### src/rtl/vec_mac_host_ctrl.sv
// vec_mac_host_ctrl: drives a pin-level MAC device to load LANES weight/activation pairs and read back the 3-byte sum.
module vec_mac_host_ctrl #(
  parameter int LANES = 8
) (
  input  logic               clk,
  input  logic               rst,
  input  logic               cmd_valid,
  output logic               cmd_ready,
  input  logic [8*LANES-1:0] cmd_w,
  input  logic [8*LANES-1:0] cmd_a,
  input  logic [3:0]         cmd_len,
  output logic               res_valid,
  input  logic               res_ready,
  output logic [18:0]        res_data,
  output logic               res_hi_err,
  output logic               busy,
  output logic [7:0]         pin_ui,
  output logic [7:0]         pin_uio,
  input  logic [7:0]         pin_uo
);
  typedef enum logic [3:0] {IDLE, LDW, LDA, READ, GAP, CAP2, CAP1, CAP0, DONE} state_t;
  localparam logic [3:0] LMAX = 4'(LANES);
  state_t state, nstate;
  logic [3:0] cnt, ncnt, len_q, len_eff, len_src;
  logic [8*LANES-1:0] w_q, a_q, w_src, a_src;
  logic [7:0] b2, b1, b0, n_ui, n_uio, w_byte, a_byte;
  logic accept, last;
  assign cmd_ready  = state == IDLE;
  assign busy       = state != IDLE;
  assign res_valid  = state == DONE;
  assign accept     = cmd_valid && cmd_ready;
  assign last       = cnt == LMAX - 4'd1;
  assign len_eff    = (cmd_len == 4'd0 || cmd_len > LMAX) ? LMAX : cmd_len;
  assign res_data   = {b2[2:0], b1, b0};
  assign res_hi_err = |b2[7:3];
  // Pins are registered from next-state values so they line up with the state; the first LDW lane comes straight from the command.
  assign w_src   = accept ? cmd_w : w_q;
  assign a_src   = accept ? cmd_a : a_q;
  assign len_src = accept ? len_eff : len_q;
  assign w_byte  = w_src[8*int'(ncnt) +: 8];
  assign a_byte  = a_src[8*int'(ncnt) +: 8];
  always_comb begin
    nstate = state;
    ncnt   = cnt;
    unique case (state)
      IDLE: if (accept) begin
        nstate = LDW;
        ncnt   = 4'd0;
      end
      LDW: begin
        nstate = last ? LDA : LDW;
        ncnt   = last ? 4'd0 : cnt + 4'd1;
      end
      LDA: begin
        nstate = last ? READ : LDA;
        ncnt   = last ? 4'd0 : cnt + 4'd1;
      end
      READ: nstate = GAP;
      GAP:  nstate = CAP2;
      CAP2: nstate = CAP1;
      CAP1: nstate = CAP0;
      CAP0: nstate = DONE;
      DONE: nstate = res_ready ? IDLE : DONE;
      default: nstate = IDLE;
    endcase
    n_ui  = nstate == LDW  ? {2'b00, 2'b00, ncnt} :
            nstate == LDA  ? {2'b01, 2'b00, ncnt} :
            nstate == READ ? 8'h80 : 8'hC0;
    n_uio = ((nstate == LDW || nstate == LDA) && ncnt < len_src) ?
            (nstate == LDW ? w_byte : a_byte) : 8'h00;
  end
  always_ff @(posedge clk) begin
    if (rst) begin
      state   <= IDLE;
      cnt     <= 4'd0;
      b2      <= 8'h00;
      b1      <= 8'h00;
      b0      <= 8'h00;
      pin_ui  <= 8'hC0;
      pin_uio <= 8'h00;
    end else begin
      state   <= nstate;
      cnt     <= ncnt;
      pin_ui  <= n_ui;
      pin_uio <= n_uio;
      if (accept) begin
        w_q   <= cmd_w;
        a_q   <= cmd_a;
        len_q <= len_eff;
      end
      if (state == CAP2) b2 <= pin_uo;
      if (state == CAP1) b1 <= pin_uo;
      if (state == CAP0) b0 <= pin_uo;
    end
  end
endmodule

### config.mk
export PLATFORM = sky130hd
export DESIGN_NAME = vec_mac_host_ctrl
export DESIGN_NICKNAME = d
export VERILOG_FILES = /design/src/rtl/vec_mac_host_ctrl.sv
export SDC_FILE = /design/constraint.sdc
export NUM_CORES = 1
export LEC_CHECK = 0
export BUFFER_PORTS_ARGS = -buffer_cell sky130_fd_sc_hd__buf_2
export CAP_MARGIN = 0
export CORE_UTILIZATION = 42
export CTS_BUF_LIST = sky130_fd_sc_hd__clkbuf_2 sky130_fd_sc_hd__clkbuf_4 sky130_fd_sc_hd__clkbuf_8
export DETAILED_ROUTE_END_ITERATION = 8
export PLACE_DENSITY_LB_ADDON = 0.1
export SLEW_MARGIN = 20
export SYNTH_ARGS = -nofsm -noshare
export SYNTH_HDL_FRONTEND = slang
export SYNTH_SLANG_ARGS = --single-unit
export TNS_END_PERCENT = 50
### constraint.sdc
create_clock -name clk -period 7.1 [get_ports clk]
set_clock_uncertainty 0.15 [all_clocks]
set_input_delay 0.71 -clock clk [delete_from_list [all_inputs] [get_ports clk]]
set_output_delay 0.71 -clock clk [all_outputs]
set_load 0.005 [all_outputs]
==> flow_summary.toml <==
[status]
run_status = "completed"

[placed_design]
io_buffers = 180
place_hpwl_um = 14350
gp_congestion = 0.8116

[cts]
cts_tree = "built"
clkSlewWorstSetupHoldPaths_ps = 110
clockRootBuffer = "clkbuf_8"
postCtsSetupRepairBufs = 0
clk_path_buf_depth = 2
htreeDepth = 4
cts_resized = 0
cts_made_buffers = 17
clock_latency_ps = 450
cts_sinks = 178
ctsHoldBuffers = 0

[route]
ant_nets = 0
drc = 0
drt_first_iter_violations = 330
vias = 5650
first_pass_iters = 7
routedWlPerCell_um = 18.78
wl_um = 20210
via_per_inst = 5.251

[synthesis]
syn_inst = 635
ys_async_sr_fraction_pct = 0
synth_warnings = 0
synth_flop_cell = "edfxtp_1"
yosysUniqueCellTypes = 55
post_synth.cell_area_avg_um2 = 13.48
synth_edf_count = 132
ys_seq_area_share_pct = 57.06
netlist_area_um2 = 8561
yosys_register_bits = 178

[pwr]
leakagePower_nw = 3.956
powerDensity_nw_per_um2 = 233.3
peakVddDrop_uv = 130.4

[worst_setup_path]
cp_cell_sequence = "nor4_4 > nand2_4 > buf_4 > mux2_2 > mux2i_1 > o22a_1 > o221a_2 > o22ai_1"
cp_max_fo = 74
cp_slowest_cell = "buf_4"
critPathLaunchType = "flop"
cp-end-kind = "flop"
cp.arrival_ps = 3880
path_class = "reg -> reg"
cp.required_ps = 7280
max_stage_delay_ps = 790

[grt]
track_usage_pct = 19.58
grt_max_degree = 75
gr-total-overflow = 0
antenna_found_initial = 2
grt_pass1_vias = 5667
grt_pass1_wl_um = 30370

[timing]
clock.fmax_mhz = 270.7
setup_viol = 0
fin_crit_ps = 3694
rsz0062_at_grt = "no"
slew_headroom_pct = 34.89
worst_slew_pin_slew_ps = 976.6
finalHoldViolations = 0
slew_viol_final = 0
period_share_pct = 52.03
tns_ps = 0

[floorplan]
start_util_pct = 43.42
ios = 183
dieArea_um2 = 20960
dieWidth_um = 144.8
num_rows = 51
die_h_um = 144.8
core_area_um2 = 19720

[final_layout]
n_antenna_cell = 0
area_growth_pct = 17.25
drive_gt1_share_pct = 44.76
nFillCells = 1763
final_nets = 946
final-seq-area_um2 = 4885
multi_input_area_um2 = 3425
fin_util_pct = 50.90

[worst_hold_path]
min_path_type = "reg -> reg"

[run]
maxCapViolations = 0
-- Yosys cell counts, drive strengths merged, types with 3 or more instances --
| cell | instances | area share (%) |
|---|---|---|
| nand3 | 3 | 0.18 |
| nor2 | 14 | 0.61 |
| mux2i | 64 | 7.5 |
| nand2 | 65 | 2.8 |
| nor4b | 3 | 0.31 |
| mux2 | 129 | 17 |
| a21boi | 3 | 0.26 |
| dfxtp | 46 | 11 |
| o22ai | 10 | 0.73 |
| clkbuf | 6 | 0.26 |
| edfxtp | 132 | 46 |
| o22a | 12 | 1.2 |
| nor2b | 3 | 0.22 |
| o221a | 12 | 1.6 |
| ha | 4 | 0.58 |
| o21a | 3 | 0.26 |
| a21oi | 30 | 1.8 |
| o211ai | 5 | 0.44 |
| inv | 10 | 0.44 |
| nor3 | 8 | 0.47 |
| o21ai | 5 | 0.29 |
| buf | 34 | 2.5 |
| nand2b | 8 | 0.58 |
-- placed cells by master (no fill, tap or decap), types with 5 or more instances in the layout --
cell / Yosys / layout
buf_2: 22 / 180
edfxtp_1: 132 / 132
mux2_2: 124 / 124
nand2_1: 65 / 64
mux2i_1: 64 / 64
dfxtp_1: 46 / 46
a21oi_1: 29 / 29
clkbuf_8: 0 / 17
nor2_1: 14 / 14
o22a_1: 12 / 12
o22ai_1: 10 / 10
o221a_2: 10 / 10
inv_1: 10 / 9
nor3_1: 8 / 8
nand2b_1: 8 / 8
inv_6: 0 / 6
o211ai_1: 5 / 5
-- logic make-up after synthesis --
group                    share of synthesized area [%]
AO/OA/AOI/OAI                                    7.819
buffers and inverters                            3.215
other                                          0.04380
AND/OR/NAND/NOR                                  6.548
flip-flops                                       57.06
adder cells (fa/ha/maj)                         0.5846
XOR/XNOR                                        0.1023
multiplexers                                     24.63
-- layer usage --
metal	global-route usage (%)	share of wire, %	vias up
met2	32.92	50	144
met3	4.837	5.2	6
li1	-	-	2724
met4	4.321	0.29	4
met1	25.42	45	2772
met5	0	0.11	-
-- power by group --
part | internal (mW) | switching (mW)
clock | 0.360 | 0.399
sequential | 1.20 | 0.0201
combinational | 0.178 | 0.180
-- path summary, 6_finish.rpt --
check | start | to | slack (ps) | cells after the start
max reg2reg | state[0]$_SDFF_PP0_ | pin_uio[1]$_SDFF_PP0_ | 3410 | 8
min | b0[3]$_SDFFE_PP0N_ | b0[3]$_SDFFE_PP0N_ | 310 | 2
max | state[0]$_SDFF_PP0_ | pin_uio[1]$_SDFF_PP0_ | 3410 | 8
min reg2reg | b0[3]$_SDFFE_PP0N_ | b0[3]$_SDFFE_PP0N_ | 310 | 2
-- critical path: cells and delay by family, from the launching register on --
kind	cells	cell delay [ps]
simple gates	2	840
buf+inv	1	790
flops	1	670
mux	2	600
compound gates	3	450
-- metrics by stage --
step / instance area (um^2) / cells / setup slack (ps) / hold WS [ps] / total power [mW]
after floorplan: 8564 / 636 / 2844 / 286.0 / 1.492
after global placement: 9604 / 1044 / 3404 / 290.4 / 1.603
after detailed placement: 9608 / 1044 / 3327 / 295.1 / 1.612
after CTS: 10040 / 1076 / 3381 / 311.0 / 2.368
after global routing: 10040 / 1076 / 3123 / 308.9 / 2.443
final: 10040 / 1076 / 3406 / 309.9 / 2.342
-- sequential cells by signal (all words and copies together), names as in the netlist --
name / flops
b0: 8
cnt: 4
pin_uio: 8
b2: 8
b1: 8
pin_ui: 6
state: 4
w_q: 64
a_q: 64
len_q: 4
-- area by class of cell --
class | count | share of cell area [%]
multi-input cells | 408 | 34.12
clock inverters | 15 | 1.945
flip-flops and latches | 178 | 48.67
well taps | 265 | 3.303
inverters | 10 | 0.3989
repair buffers | 183 | 9.237
clock buffers | 17 | 2.331
Power figures use the tool's default switching activity.
